<file path="src/rtl/ql_bus_master.sv">
`default_nettype none
// ----------------------------------------------------------------------------
// ql_bus_master : 68008-style QL expansion-bus cycle initiator (single beat)
// Revision 1.0
// ----------------------------------------------------------------------------
module ql_bus_master #(
    parameter int ADDR_W      = 20,
    parameter int SETUP_CYC   = 1,
    parameter int STROBE_CYC  = 1,
    parameter int TIMEOUT_CYC = 64,
    parameter int RECOVER_CYC = 2
) (
    input  logic              clk,
    input  logic              rst,
    input  logic              req_valid,
    output logic              req_ready,
    input  logic [ADDR_W-1:0] req_addr,
    input  logic              req_write,
    input  logic [7:0]        req_wdata,
    output logic              resp_valid,
    output logic [7:0]        resp_rdata,
    output logic              resp_timeout,
    output logic [ADDR_W-1:0] address,
    output logic [7:0]        data_out,
    output logic              data_oe,
    input  logic [7:0]        data_in,
    output logic              asl,
    output logic              dsl,
    output logic              rdwl,
    input  logic              dtackl
);

    localparam int MAX_AB  = (SETUP_CYC > STROBE_CYC) ? SETUP_CYC : STROBE_CYC;
    localparam int MAX_CD  = (TIMEOUT_CYC > RECOVER_CYC) ? TIMEOUT_CYC : RECOVER_CYC;
    localparam int MAX_CYC = (MAX_AB > MAX_CD) ? MAX_AB : MAX_CD;
    localparam int CNT_W   = $clog2(MAX_CYC) + 1;
    localparam int REC_EFF = (RECOVER_CYC > 0) ? RECOVER_CYC : 1;

    localparam logic [CNT_W-1:0] SETUP_LAST   = CNT_W'(SETUP_CYC - 1);
    localparam logic [CNT_W-1:0] STROBE_LAST  = CNT_W'(STROBE_CYC - 1);
    localparam logic [CNT_W-1:0] TIMEOUT_LAST = CNT_W'(TIMEOUT_CYC - 1);
    localparam logic [CNT_W-1:0] RECOVER_LAST = CNT_W'(REC_EFF - 1);

    typedef enum logic [2:0] {
        S_IDLE    = 3'd0,
        S_SETUP   = 3'd1,
        S_ASTRB   = 3'd2,
        S_WAIT    = 3'd3,
        S_LATCH   = 3'd4,
        S_ABORT   = 3'd5,
        S_RECOVER = 3'd6
    } state_t;

    state_t           state;
    logic [CNT_W-1:0] cnt;
    logic             dtack_meta;
    logic             dtack_s;

    // dtackl is asynchronous to clk; flops hold the inverted (active-high) level
    always_ff @(posedge clk) begin
        if (rst) begin
            dtack_meta <= 1'b0;
            dtack_s    <= 1'b0;
        end else begin
            dtack_meta <= ~dtackl;
            dtack_s    <= dtack_meta;
        end
    end

    always_ff @(posedge clk) begin
        if (rst) begin
            state        <= S_IDLE;
            cnt          <= '0;
            req_ready    <= 1'b1;
            resp_valid   <= 1'b0;
            resp_timeout <= 1'b0;
            resp_rdata   <= 8'h00;
            address      <= '0;
            data_out     <= 8'h00;
            data_oe      <= 1'b0;
            asl          <= 1'b1;
            dsl          <= 1'b1;
            rdwl         <= 1'b1;
        end else begin
            resp_valid <= 1'b0;
            case (state)
                S_IDLE: begin
                    if (req_valid && req_ready) begin
                        address   <= req_addr;
                        rdwl      <= ~req_write;
                        data_out  <= req_wdata;
                        data_oe   <= req_write;
                        req_ready <= 1'b0;
                        cnt       <= '0;
                        state     <= S_SETUP;
                    end
                end
                S_SETUP: begin
                    if (cnt == SETUP_LAST) begin
                        asl   <= 1'b0;
                        cnt   <= '0;
                        state <= S_ASTRB;
                    end else begin
                        cnt <= cnt + 1'b1;
                    end
                end
                S_ASTRB: begin
                    if (cnt == STROBE_LAST) begin
                        dsl   <= 1'b0;
                        cnt   <= '0;
                        state <= S_WAIT;
                    end else begin
                        cnt <= cnt + 1'b1;
                    end
                end
                S_WAIT: begin
                    // acknowledge takes priority over a simultaneous timeout
                    if (dtack_s) begin
                        if (rdwl) begin
                            resp_rdata <= data_in;
                        end
                        asl          <= 1'b1;
                        dsl          <= 1'b1;
                        resp_valid   <= 1'b1;
                        resp_timeout <= 1'b0;
                        state        <= S_LATCH;
                    end else if (cnt == TIMEOUT_LAST) begin
                        asl          <= 1'b1;
                        dsl          <= 1'b1;
                        resp_valid   <= 1'b1;
                        resp_timeout <= 1'b1;
                        state        <= S_ABORT;
                    end else begin
                        cnt <= cnt + 1'b1;
                    end
                end
                S_LATCH, S_ABORT: begin
                    data_oe <= 1'b0;
                    rdwl    <= 1'b1;
                    cnt     <= '0;
                    state   <= S_RECOVER;
                end
                S_RECOVER: begin
                    // counter saturates; a held dtackl keeps us here
                    if (cnt == RECOVER_LAST) begin
                        if (!dtack_s) begin
                            req_ready <= 1'b1;
                            state     <= S_IDLE;
                        end
                    end else begin
                        cnt <= cnt + 1'b1;
                    end
                end
                default: begin
                    asl       <= 1'b1;
                    dsl       <= 1'b1;
                    rdwl      <= 1'b1;
                    data_oe   <= 1'b0;
                    req_ready <= 1'b1;
                    state     <= S_IDLE;
                end
            endcase
        end
    end

endmodule
`default_nettype wire
</file>
<file path="config.mk">
export PLATFORM = sky130hd
export DESIGN_NAME = ql_bus_master
export DESIGN_NICKNAME = d
export VERILOG_FILES = /design/src/rtl/ql_bus_master.sv
export SDC_FILE = /design/constraint.sdc
export NUM_CORES = 1
export LEC_CHECK = 0
export CORE_AREA = 2 2 77 79
export DETAILED_ROUTE_END_ITERATION = 7
export DIE_AREA = 0 0 79 81
export GPL_TIMING_DRIVEN = 1
export PLACE_DENSITY = 0.76
export SETUP_SLACK_MARGIN = 0.3
export SLEW_MARGIN = 20
export SYNTH_ARGS = -nofsm -noshare
export SYNTH_HDL_FRONTEND = slang
export SYNTH_SLANG_ARGS = --single-unit
</file>
<file path="constraint.sdc">
create_clock -name clk -period 5.8 [get_ports clk]
set_clock_uncertainty 0.15 [all_clocks]
set_input_delay 1.45 -clock clk [delete_from_list [all_inputs] [get_ports clk]]
set_output_delay 1.45 -clock clk [all_outputs]
set_load 0.02 [all_outputs]
</file>
# Word level (Yosys, flattened, before mapping)
# Index checks and enable logic that the tools add are counted.
[classes]
n_addsub = 1
n_eq_ne = 17
mux = 30
n_bitwise = 7
reduce_logical = 21
[ops]
columns = ["op", "count"]
rows = [
  ["2-to-1 mux 7 bit", 5],
  ["one-hot mux 7 bit (5 select lines)", 1],
  ["2-to-1 mux 3 bit", 7],
  ["one-hot mux 3 bit (6 select lines)", 1],
  ["inequality test 2 bit (second input constant)", 8],
  ["OR reduction 5 bit", 3],
  ["2-to-1 mux 1 bit", 11],
  ["== test 3 bit (second input constant)", 3],
  ["one-hot mux 1 bit (3 select lines)", 3],
  ["AND reduction 3 bit", 3],
  ["adder 7 x 1 -> 7 bit (second input constant)", 1],
  ["== test 7 x 1 -> 1 bit (second input constant)", 1],
  ["== test 7 x 6 -> 1 bit (second input constant)", 1],
  ["zero test 7 bit", 1],
  ["inverter 1 bit", 7],
  ["== test 3 x 2 -> 1 bit (second input constant)", 2],
  ["AND reduction 2 bit", 3],
  ["AND reduction 6 bit", 1],
  ["OR reduction 2 bit", 3],
  ["AND reduction 5 bit", 1],
  ["nonzero test 5 bit", 1],
  ["one-hot mux 1 bit (2 select lines)", 2],
  ["AND reduction 4 bit", 1],
  ["OR reduction 4 bit", 1],
  ["5 further kinds", 5],
]
[word_totals]
register_bits = 55
inputBits = 41
output_inout_bits = 43
elab_cells = 90

# Longest topological paths before layout
[logic_depth]
depth_word = 4
ltp_mapped = 8
mapped_depth_nobuf = 7

# Worst setup path after synthesis
# Ideal clock, no wire load.
[synth_timing]
path_kind = "in2reg"
start = "input req_valid"
end = "register cnt[3]"
arrival_time_ns = 2.460
path_slack_ns = 3.098
path_stages = 5
path_buffers = 0
path_cell_list = "a2111o_1 -> o221ai_2 -> a211o_4 -> a21oi_1 -> o32ai_1"
[synth_between]
elab_chain_len = 3
[synth_rtl]
columns = ["element", "line_no", "rtl"]
rows = [
  ["from (decl)", "15", "input logic req_valid,"],
  ["logical AND 1 bit", "88", "if (req_valid && req_ready) begin"],
  ["inequality test 2 bit (no line)", "-", ""],
  ["AND reduction 5 bit (no line)", "-", ""],
  ["to (signal assigned)", "104", "cnt <= cnt + 1'b1;"],
  ["to (signal assigned)", "113", "cnt <= cnt + 1'b1;"],
  ["to (signal assigned)", "134", "cnt <= cnt + 1'b1;"],
  ["to (decl)", "55", "logic [CNT_W-1:0] cnt;"],
]
# No other way between the ends.
# A chain may end at the register's enable or synchronous reset.

# Worst setup path after layout
[layout_timing]
start = "input req_valid"
end = "register cnt[4]"
# Same word-level chain as after synthesis.

==> results.json <==
{
  "status": "completed",
  "cpLargestDelayFamily": "compound AO/OA/AOI/OAI gates",
  "io_buffers": 83,
  "vdd_drop_max_uv": 169.3,
  "async_reset_ff_frac": 0,
  "r2r_start": "state[2]$_SDFFE_PP0P_",
  "antennaDiodeCount": 0,
  "wl_um": 5679,
  "synth_edf_count": 0,
  "yosysUniqueCellTypes": 51,
  "vias": 2212,
  "grt_remaining_overflow": 0,
  "antenna_left": 0,
  "fillCellCount": 521,
  "setup_viol": 0,
  "place_congestion": 0.8761,
  "grt_pass1_wl_um": 9321,
  "cts_tree": "done",
  "final_cell_mix": "82 x clkdlybuf4s50_1, 68 x nand2_1, 55 x dfxtp_1, 39 x a21oi_1, 14 x nor2_1",
  "endpoint_kind": "flip-flop",
  "holdPathEnd": "dtack_s$_SDFF_PP0_",
  "synthSimpleGateAreaFrac": 0.2495,
  "ctsHtreeMaxLevel": 2,
  "synth_area_um2": 2442,
  "synth-compound-area-share": 0.1834,
  "rows": 28,
  "hp-start": "dtack_meta$_SDFF_PP0_",
  "grt_pass1_vias": 2127,
  "grt_use_total": 0.1836,
  "grt_max_degree": 58,
  "drt_first_pass_iters": 4,
  "p_leak_nw": 1.252,
  "pre_cts_slack_ns": 2.386,
  "dp_hpwl_um": 3941,
  "rsz0062_at_grt": "no",
  "hold_class": "reg2reg",
  "fin_ws_ns": 2.696,
  "cp_max_fo": 7,
  "drive_gt1_frac": 0.07735,
  "path_clk_slew_ns": 0.10,
  "cp_num_cells": 6,
  "syn_avg_cell_area_um2": 8.570,
  "ctsHoldBuffers": 0,
  "area_growth_pct": 38.52,
  "start_util": 0.4303,
  "via_per_inst": 5.062,
  "syn_nets": 331,
  "slew_viol_final": 0,
  "antenna_found_initial": 0,
  "relSlewSlack": 0.3317,
  "cts_sinks": 55,
  "synth_area_leaders": "dfxtp_1 45%, nand2_1 10%, a21oi_1 8.0%",
  "cts_resized": 0,
  "yosysWarnings": 0,
  "synth_adder_area_share": 0.02561,
  "die_w_um": 79,
  "final_common_cell": "clkdlybuf4s50_1",
  "drtIter0Drc": 143,
  "syn_inst": 285,
  "critPathRequiredTime_ns": 5.88,
  "cap_violations": 0,
  "path_buf_inv": 1,
  "arrival_ns": 3.19,
  "synth_top_area_cell": "dfxtp_1",
  "clk_latency_ns": 0.32,
  "pin_count": 84,
  "critical-path-max-stage-delay_ns": 0.51,
  "synth_top_area_frac": 0.4508,
  "regToRegEndpoint": "address[10]$_SDFFE_PP0P_",
  "post_cts_buffers": 0,
  "cts_buffers": 5,
  "ys_seq_area_frac": 0.4508,
  "ys_dominant_reg_cell": "dfxtp_1",
  "finalCritPeriodShare": 0.5351,
  "design.core.area_um2": 5675,
  "crit_type": "in2reg",
  "period_needed_ns": 3.104,
  "die_area_um2": 6399,
  "synth_top_family_by_area": "simple AND/OR/NAND/NOR gates",
  "hold_viol": 0,
  "post_drt_wl_per_cell_um": 13.00,
  "crit_path_cell_trace": "clkdlybuf4s50_1, a2111o_1, o221ai_2, a211oi_4, nand2_2, o32ai_2",
  "synthMuxAreaShare": 0.03689,
  "cts-root-buf": "clkbuf_8",
  "hold_path_depth": 1,
  "pwr_density_cell_nw_per_um2": 371.4,
  "critPathSlowestCell": "clkdlybuf4s50_1",
  "final_nets": 407,
  "cts_buffer_depth": 2,
  "drcViolationCount": 0,
  "worst-r2r-setup-slack_ns": 3.22,
  "synthXorXnorAreaFrac": 0.007172,
  "reg2reg_depth": 4,
  "worstMarginPinSlew_ns": 1.002,
  "tns_ns": 0,
  "critPathLaunchType": "input pin",
  "die_h_um": 81,
  "startpoint": "req_valid",
  "ys_ff_latch": 55,
  "clock.fmax_ghz": 0.3222
}
## routing by layer
layer	vias to the layer above	global-route usage	wire [µm]
met5	-	0	0
met3	11	0.05000	244
met1	1022	0.2316	2600
met2	51	0.2924	2664
met4	0	0.08793	169
li1	1128	-	-
## logic make-up after synthesis
logic type,Yosys count
xor gates and xnor gates,2
and+or+nand+nor,124
buffers and inverters,23
DFF,55
AOI/OAI and AO/OA,67
muxes,9
adders and majority gates,5
## through the flow
step | power (W) | utilization | hold WS, ns | instance area [µm²] | std cells
5_1_grt | 0.001342 | 0.5961 | 0.3248 | 3383 | 437
6_report | 0.001257 | 0.5961 | 0.3015 | 3383 | 437
4_1_cts | 0.001266 | 0.5952 | 0.3057 | 3378 | 437
3_3_place_gp | 0.001032 | 0.5783 | 0.2740 | 3282 | 429
2_1_floorplan | 0.0008665 | - | 0.2638 | 2442 | 285
3_5_place_dp | 0.001039 | 0.5783 | 0.2816 | 3282 | 429
## sequential cells by signal, summed over array words and instances (netlist names)
| name | count |
|---|---|
| dsl | 1 |
| req_ready | 1 |
| cnt | 7 |
| dtack_s | 1 |
| resp_timeout | 1 |
| resp_rdata | 8 |
| data_oe | 1 |
| address | 20 |
| dtack_meta | 1 |
| data_out | 8 |
| resp_valid | 1 |
| state | 3 |
| rdwl | 1 |
| asl | 1 |
## how the worst max path moves through the flow
stage	endpoint	slack [ns]
4_1_cts	data_out[2]$_SDFFE_PP0P_	2.70
2_1_floorplan	cnt[3]$_SDFFE_PP0P_	3.10
5_1_grt	state[1]$_SDFFE_PP0P_	2.59
3_3_place_gp	data_out[6]$_SDFFE_PP0P_	2.40
6_report	cnt[4]$_SDFFE_PP0P_	2.70
3_5_place_dp	address[0]$_SDFFE_PP0P_	2.39
## area by class of cell
cell class              count  area [µm²]  area share
multi-input cells         207        1232      0.3643
well taps                  75       93.84     0.02774
flip-flops and latches     55        1101      0.3254
repair buffers             83       825.8      0.2441
clock inverters             3       27.53    0.008136
clock buffers               5       68.82     0.02034
inverters                   9       33.78    0.009985
## synthesized netlist by cell type, types with 2 or more instances
library cell,instances
nor2_1,14
and3_1,3
nand2_1,68
o21ai_0,5
buf_6,2
buf_4,3
nand3b_1,2
or2b_1,2
a41oi_1,2
dfxtp_1,55
inv_1,8
ha_1,5
clkbuf_1,8
mux2i_1,9
nor2b_1,3
a211oi_1,2
xor2_1,2
a211oi_4,2
nand3_1,8
or2_2,2
or3_1,2
nand2b_1,3
o32ai_1,3
o21ai_1,2
o211ai_1,2
nor3_1,4
nor2_2,2
a21oi_1,39
## worst reg2reg max path, cell delays in order (launching register included)
cell     delay (ns)
dfxtp_1        0.52
nor3_1         0.63
and3_1         0.93
nand2_1        0.14
a21oi_1        0.15
## report_power, final
part	switching [W]	total, W	internal [W]
combinational	0.000298	0.000537	0.000239
sequential	0.0000576	0.000495	0.000438
clock	0.000136	0.000224	0.0000889
total	0.000491	0.00126	0.000766
Note: power is estimated with default switching activity, not from simulation.
